**config.mk**
```make
export PLATFORM = sky130hd
export DESIGN_NAME = psum_arb_flat
export DESIGN_NICKNAME = d
export VERILOG_FILES = /design/src/rtl/psum_arb_if.sv /design/src/rtl/psum_arb.sv /design/src/flat_wrapper.sv
export SDC_FILE = /design/constraint.sdc
export NUM_CORES = 1
export LEC_CHECK = 0
export CAP_MARGIN = 40
export CORE_AREA = 5 5 96 98
export DETAILED_ROUTE_END_ITERATION = 10
export DIE_AREA = 0 0 101 103
export GPL_ROUTABILITY_DRIVEN = 0
export PLACE_DENSITY_LB_ADDON = 0.08
export SLEW_MARGIN = 20
export SYNTH_ARGS = -nofsm -noshare
export SYNTH_HDL_FRONTEND = slang
export SYNTH_SLANG_ARGS = --single-unit
```
**constraint.sdc**
```tcl
create_clock -name clk -period 4 [get_ports clk]
set_input_delay 0.4 -clock clk [delete_from_list [all_inputs] [get_ports clk]]
set_output_delay 0.4 -clock clk [all_outputs]
set_load 0.01 [all_outputs]
```
**src/rtl/psum_arb_if.sv**
```systemverilog
// psum_arb_if -- handshake bundle between the MAC write ports, the psum
// arbiter and the downstream psum buffer.
//
// Signals:
//   mac_val   [NUM_PORT]    per-port entry valid (MAC side drives)
//   mac_data  [NUM_PORT*W]  per-port entry {data, addr}, port i at [i*W +: W]
//   mac_rdy   [NUM_PORT]    per-port accept, one-hot or zero (arbiter drives)
//   mac_fnh   [NUM_PORT]    per-port "no more entries this tile" pulse
//   psumaddr_val            output entry valid (arbiter drives)
//   psumaddr  [W]           output entry (arbiter drives)
//   psumaddr_rdy            downstream accepts entry
//
// Modports:
//   master -- the MAC / downstream environment around the arbiter
//   slave  -- the arbiter itself
interface psum_arb_if #(
  parameter int NUM_PORT = 4,
  parameter int W        = 27
);
  logic [NUM_PORT-1:0]   mac_val;
  logic [NUM_PORT*W-1:0] mac_data;
  logic [NUM_PORT-1:0]   mac_rdy;
  logic [NUM_PORT-1:0]   mac_fnh;
  logic                  psumaddr_val;
  logic [W-1:0]          psumaddr;
  logic                  psumaddr_rdy;

  modport master (
    output mac_val, mac_data, mac_fnh, psumaddr_rdy,
    input  mac_rdy, psumaddr_val, psumaddr
  );

  modport slave (
    input  mac_val, mac_data, mac_fnh, psumaddr_rdy,
    output mac_rdy, psumaddr_val, psumaddr
  );
endinterface

```
**src/rtl/psum_arb.sv**
```systemverilog
// psum_arb -- round-robin arbiter funnelling NUM_PORT MAC write ports into a
// single registered psum entry stream, with per-tile start/finish tracking.
//
// Ports:
//   clk, rst_n      clock (rising edge) and asynchronous active-low reset
//   clr             synchronous abort back to IDLE (priority over start)
//   start           single-cycle tile-start pulse
//   psum_empty      downstream psum buffer is idle
//   bus             psum_arb_if.slave: MAC val/data/rdy/fnh and output
//                   psumaddr_val/psumaddr/psumaddr_rdy
//   arb_fnh         high whenever the arbiter is not in RUN
//   mac_empty       high when the output register holds no entry
//   tile_cnt[16]    entries forwarded in the current tile (saturating)
//   proto_err       sticky: a port presented an entry after its finish pulse
module psum_arb #(
  parameter int NUM_PORT        = 4,
  parameter int PSUM_ADDR_WIDTH = 4,
  parameter int PSUM_WIDTH      = 23,
  parameter int W               = PSUM_ADDR_WIDTH + PSUM_WIDTH
) (
  input  logic        clk,
  input  logic        rst_n,
  input  logic        clr,
  input  logic        start,
  input  logic        psum_empty,
  psum_arb_if.slave   bus,
  output logic        arb_fnh,
  output logic        mac_empty,
  output logic [15:0] tile_cnt,
  output logic        proto_err
);

  localparam int PTR_W = (NUM_PORT > 1) ? $clog2(NUM_PORT) : 1;

  typedef enum logic [1:0] {
    IDLE  = 2'd0,
    RUN   = 2'd1,
    DRAIN = 2'd2
  } state_t;

  state_t              state;
  logic [NUM_PORT-1:0] done;
  logic [PTR_W-1:0]    ptr;
  logic                out_val;
  logic [W-1:0]        out_data;

  logic                load_ok;
  logic                grant_any;
  logic [NUM_PORT-1:0] grant;
  logic [PTR_W-1:0]    grant_idx;
  logic [PTR_W-1:0]    next_ptr;
  logic [PTR_W:0]      cand;
  logic [PTR_W-1:0]    cand_idx;
  logic [NUM_PORT-1:0] done_upd;
  logic [W-1:0]        port_data [NUM_PORT];

  genvar gi;
  generate
    for (gi = 0; gi < NUM_PORT; gi++) begin : g_unpack
      assign port_data[gi] = bus.mac_data[gi*W +: W];
    end
  endgenerate

  // The register can take a new entry when empty, or when its current entry
  // leaves this very cycle (zero-bubble back-to-back transfer).
  assign load_ok = ~out_val | bus.psumaddr_rdy;

  // Round-robin search starting at ptr; the first valid port wins.
  always_comb begin
    grant     = '0;
    grant_idx = '0;
    grant_any = 1'b0;
    cand      = '0;
    cand_idx  = '0;
    if (state == RUN && load_ok && !clr) begin
      for (int k = 0; k < NUM_PORT; k++) begin
        cand = {1'b0, ptr} + (PTR_W+1)'(k);
        if (cand >= (PTR_W+1)'(NUM_PORT)) begin
          cand = cand - (PTR_W+1)'(NUM_PORT);
        end
        cand_idx = cand[PTR_W-1:0];
        if (!grant_any && bus.mac_val[cand_idx]) begin
          grant_any       = 1'b1;
          grant_idx       = cand_idx;
          grant[cand_idx] = 1'b1;
        end
      end
    end
  end

  assign next_ptr = (grant_idx == PTR_W'(NUM_PORT-1)) ? '0 : grant_idx + 1'b1;

  // Finish pulses seen this cycle count toward the RUN -> DRAIN decision.
  assign done_upd = done | bus.mac_fnh;

  always_ff @(posedge clk or negedge rst_n) begin
    if (!rst_n) begin
      state     <= IDLE;
      done      <= '0;
      ptr       <= '0;
      out_val   <= 1'b0;
      out_data  <= '0;
      tile_cnt  <= '0;
      proto_err <= 1'b0;
    end else if (clr) begin
      // Abort drops any held entry; counters and the error flag are kept.
      state   <= IDLE;
      out_val <= 1'b0;
      done    <= '0;
    end else begin
      case (state)
        IDLE: begin
          if (start && psum_empty) begin
            state    <= RUN;
            done     <= '0;
            tile_cnt <= '0;
          end
        end
        RUN: begin
          done <= done_upd;
          // Compare against the finish bits from earlier cycles only, so an
          // entry arriving together with its own finish pulse is legal.
          if (|(bus.mac_val & done)) begin
            proto_err <= 1'b1;
          end
          if ((&done_upd) && !(|bus.mac_val)) begin
            state <= DRAIN;
          end
        end
        DRAIN: begin
          if (load_ok) begin
            state <= IDLE;
          end
        end
        default: state <= IDLE;
      endcase

      // Grants only occur in RUN, so this never collides with the IDLE clear.
      if (grant_any) begin
        out_val  <= 1'b1;
        out_data <= port_data[grant_idx];
        ptr      <= next_ptr;
        if (tile_cnt != 16'hFFFF) begin
          tile_cnt <= tile_cnt + 16'd1;
        end
      end else if (out_val && bus.psumaddr_rdy) begin
        out_val <= 1'b0;
      end
    end
  end

  assign bus.mac_rdy      = grant;
  assign bus.psumaddr_val = out_val;
  assign bus.psumaddr     = out_data;
  assign arb_fnh          = (state != RUN);
  assign mac_empty        = ~out_val;

endmodule
```
**src/flat_wrapper.sv**
```systemverilog
// flat-port wrapper written by rule: the top's interface ports become plain ports
module psum_arb_flat 
#(
  parameter int NUM_PORT        = 4,
  parameter int PSUM_ADDR_WIDTH = 4,
  parameter int PSUM_WIDTH      = 23,
  parameter int W               = PSUM_ADDR_WIDTH + PSUM_WIDTH
)
  (clk, rst_n, clr, start, psum_empty, arb_fnh, mac_empty, tile_cnt, proto_err, bus_mac_val, bus_mac_data, bus_mac_fnh, bus_psumaddr_rdy, bus_mac_rdy, bus_psumaddr_val, bus_psumaddr);
  psum_arb_if #(.NUM_PORT(NUM_PORT), .W(W)) bus_i ();
  input  logic clk;
  input  logic rst_n;
  input  logic clr;
  input  logic start;
  input  logic psum_empty;
  output logic arb_fnh;
  output logic mac_empty;
  output logic [15:0] tile_cnt;
  output logic proto_err;
  input wire logic [$bits(bus_i.mac_val)-1:0] bus_mac_val;
  input wire logic [$bits(bus_i.mac_data)-1:0] bus_mac_data;
  input wire logic [$bits(bus_i.mac_fnh)-1:0] bus_mac_fnh;
  input wire logic [$bits(bus_i.psumaddr_rdy)-1:0] bus_psumaddr_rdy;
  output wire logic [$bits(bus_i.mac_rdy)-1:0] bus_mac_rdy;
  output wire logic [$bits(bus_i.psumaddr_val)-1:0] bus_psumaddr_val;
  output wire logic [$bits(bus_i.psumaddr)-1:0] bus_psumaddr;
  assign bus_i.mac_val = bus_mac_val;
  assign bus_i.mac_data = bus_mac_data;
  assign bus_i.mac_fnh = bus_mac_fnh;
  assign bus_i.psumaddr_rdy = bus_psumaddr_rdy;
  assign bus_mac_rdy = bus_i.mac_rdy;
  assign bus_psumaddr_val = bus_i.psumaddr_val;
  assign bus_psumaddr = bus_i.psumaddr;
  psum_arb #(.NUM_PORT(NUM_PORT), .PSUM_ADDR_WIDTH(PSUM_ADDR_WIDTH), .PSUM_WIDTH(PSUM_WIDTH), .W(W)) u_core (.clk(clk), .rst_n(rst_n), .clr(clr), .start(start), .psum_empty(psum_empty), .bus(bus_i), .arb_fnh(arb_fnh), .mac_empty(mac_empty), .tile_cnt(tile_cnt), .proto_err(proto_err));
endmodule
```
==> flow_summary_export.csv <==
group,metric,value,unit
floorplanning,die_w,101,um
yosys,ys_types,47,
yosys,yosys-top-cells-count,"59 x mux2i_1, 53 x dfrtp_1, 52 x nor2_1",
routing,drc,0,
routing,num_vias,3487,
pwr,totalPowerFinal,2840,uW
yosys,yosys.area_share.xor_xnor,0.2429,%
yosys,synth_adder_area_share,3.123,%
timing,tns,0,ns
yosys,async_flop_share,100.0,%
floorplanning,dieArea,0.01040,mm2
worst_hold_path,hold_class,"in2async",
layout,drive_above_1_share,10.13,%
clocking,clkTransAtPathRegs,0.10,ns
yosys,ys.flop_type,"dfrtp_1",
routing,wl_met1,4525,um
layout,n_antenna_cell,0,
global_routing,antenna_found_initial,0,
pwr,p_leak,0.002234,uW
setup_path,path_max_fanout,9,
routing,drtIter0Drc,131,
yosys,netlist_area,0.003606,mm2
floorplanning,die_h,103,um
timing,clock_skew,0.006994,ns
clocking,cts_tree,"built",
clocking,cts_resized,0,
yosys,ys_seq_area_share,36.78,%
global_routing,grt_pass1_wl,17600,um
place,portBuffers,172,
clocking,clk_latency,0.30,ns
setup_path,cp-start-kind,"flip-flop",
routing,ant_nets,0,
yosys,synth_area_leaders,"dfrtp_1 37%, mux2i_1 16%, a221oi_2 8.3%",
clocking,htreeDepth,2,
pwr,p_per_area,512.0,mW/mm2
global_routing,grtUsageTotal,21.06,%
global_routing,grt_max_degree,54,
timing,grt_setup_unrepaired,"no",
yosys,synthMuxAreaShare,19.29,%
layout,nFillCells,705,
layout,fin_nets,653,
setup_path,arrival,3.14,ns
clocking,root_buffer,"clkbuf_8",
routing,wl_met3,717,um
yosys,yosysMostFrequentCell,"mux2i_1",
routing,first_pass_iters,4,
setup_path,worstSetupEndpointType,"output port",
layout,areaGrowthSynthToFinish,53.82,%
routing,vias_per_cell,5.526,
timing,hold_violations,0,
yosys,synth_area_leader_cell,"dfrtp_1",
routing,dr_wl_met2,5863,um
yosys,synth_edf_count,0,
setup_path,crit_required,3.60,ns
run_status,outcome,"finished clean",
floorplanning,core_area,0.008381,mm2
yosys,synth_nets,483,
setup_path,critPathKind,"reg2out",
clocking,clock_sink_count,53,
routing,wl_per_cell,17.93,um
timing,final-setup-viol-count,0,
routing,wirelength,11310,um
pwr,irDropWorstVdd,0.3009,mV
yosys,synthSimpleGateAreaFrac,15.30,%
clocking,cts_buffers,5,
yosys,synthCells,352,
clocking,clockBufferDepth,2,
timing,fin_crit_sh,88.55,%
global_routing,grt_overflow,0,
global_routing,grt_pass1_vias,3533,
timing,relSlewSlack,53.33,%
yosys,synth_compound_area_share,20.51,%
timing,drv_slew,0,
clocking,cts-hold-fix-buffers,0,
job,maxCapViolations,0,
yosys,syn_avg_cell_area,10.24,um2
floorplanning,io_pins,173,
yosys,synth_top_family_by_area,"compound AO/OA/AOI/OAI gates",
yosys,synth_top_area_share,36.78,%
timing,fmax,282.3,MHz
yosys,yosys_warnings,0,
routing,highest_layer,"met4",
floorplanning,initial_core_util,43.03,%
timing,finalCriticalPeriod,3.542,ns
floorplanning,fp-row-count,34,
clocking,cts_setup_buffers,0,
place,dpl.hpwl,8634,um
yosys,ys_seq_elements,53,
timing,worst_pin_slew,0.7001,ns
-- final timing paths --
path / from / to / slack (ns) / depth (start not counted)
max: u_core.ptr[1] / bus_mac_rdy[1] / 0.46 / 9
min: rst_n / u_core.tile_cnt[11] / 0.21 / 2
max reg2reg: u_core.ptr[1] / u_core.bus.psumaddr[21] / 0.77 / 9
min reg2reg: u_core.proto_err / u_core.proto_err / 0.50 / 1
max in group asynchronous: rst_n / u_core.bus.psumaddr[3] / 3.32 / 2
min in group clk: u_core.proto_err / u_core.proto_err / 0.50 / 1
-- area by class of cell --
cell class / instances / area (um2) / share of cell area [%]
multi-input cells: 272 / 2147 / 38.71
repair buffers: 184 / 1819 / 32.80
clock buffers: 6 / 82.58 / 1.489
flip-flops and latches: 53 / 1326 / 23.91
inverters: 6 / 22.52 / 0.4060
well taps: 108 / 135.1 / 2.436
clock inverters: 2 / 13.76 / 0.2481
-- cell families (layout without fill, tap and decap cells) --
kind of cell / count (synthesis) / in the layout
AOI/OAI and AO/OA: 87 / 87
xor gates and xnor gates: 1 / 1
adders and majority gates: 9 / 9
buffers and inverters: 27 / 198
DFF: 53 / 53
muxes: 64 / 64
and+or+nand+nor: 111 / 111
-- report_power, final --
group / switching (uW) / leakage (uW) / internal, uW / total, uW
logic: 818 / 0.00152 / 877 / 1700
clock network: 183 / 0.0000512 / 141 / 324
registers: 116 / 0.000663 / 705 / 821
-- per-layer routing --
layer  vias to the layer above  global-route usage [%]
met5                         -                       0
met4                         0                   6.646
met3                        16                   4.060
met2                       109                   37.16
met1                      1688                   26.03
li1                       1674                       -
-- state kept, by name, summed over array words and instances (netlist names) --
signal	cells
u_core.ptr	2
u_core.tile_cnt	16
u_core.bus.psumaddr_val	1
u_core.state	2
u_core.done	4
u_core.proto_err	1
u_core.bus.psumaddr	27
-- cell usage in the layout, fill, tap and decap left out, types with 6 or more instances in the layout --
cell               n
nand2_1           16
nor2_1            52
buf_4             11
o21ai_0           11
a221oi_2          20
a22oi_1            6
clkdlybuf4s50_1  171
dfrtp_1           53
inv_1              6
nand3_1           12
ha_1               9
a21oi_1           19
mux2i_1           59
clkbuf_8           6
a221oi_1          11
-- critical path, cell delays in order (launching register included) --
cell and delay (ns):
dfrtp_1 0.59, inv_1 0.19, ha_1 0.42, mux4_2 0.44
nor2b_2 0.24, a22oi_1 0.09, nor2_1 0.12, a221oi_1 0.07
nor2_1 0.11, clkdlybuf4s50_1 0.56
-- metrics by stage --
step                      setup slack, ns  hold slack (ns)  instances  util [%]  cell area [um2]
after floorplan                     1.320           0.1044        352         -             3606
after global placement             0.8612           0.4530        623     65.03             5450
after detailed placement           0.7655           0.4886        623     65.03             5450
after CTS                          0.4797           0.2411        631     66.18             5547
after global routing               0.1560           0.2796        631     66.18             5547
final                              0.4579           0.2080        631     66.18             5547
No activity file was read; power rests on OpenSTA's default activity.
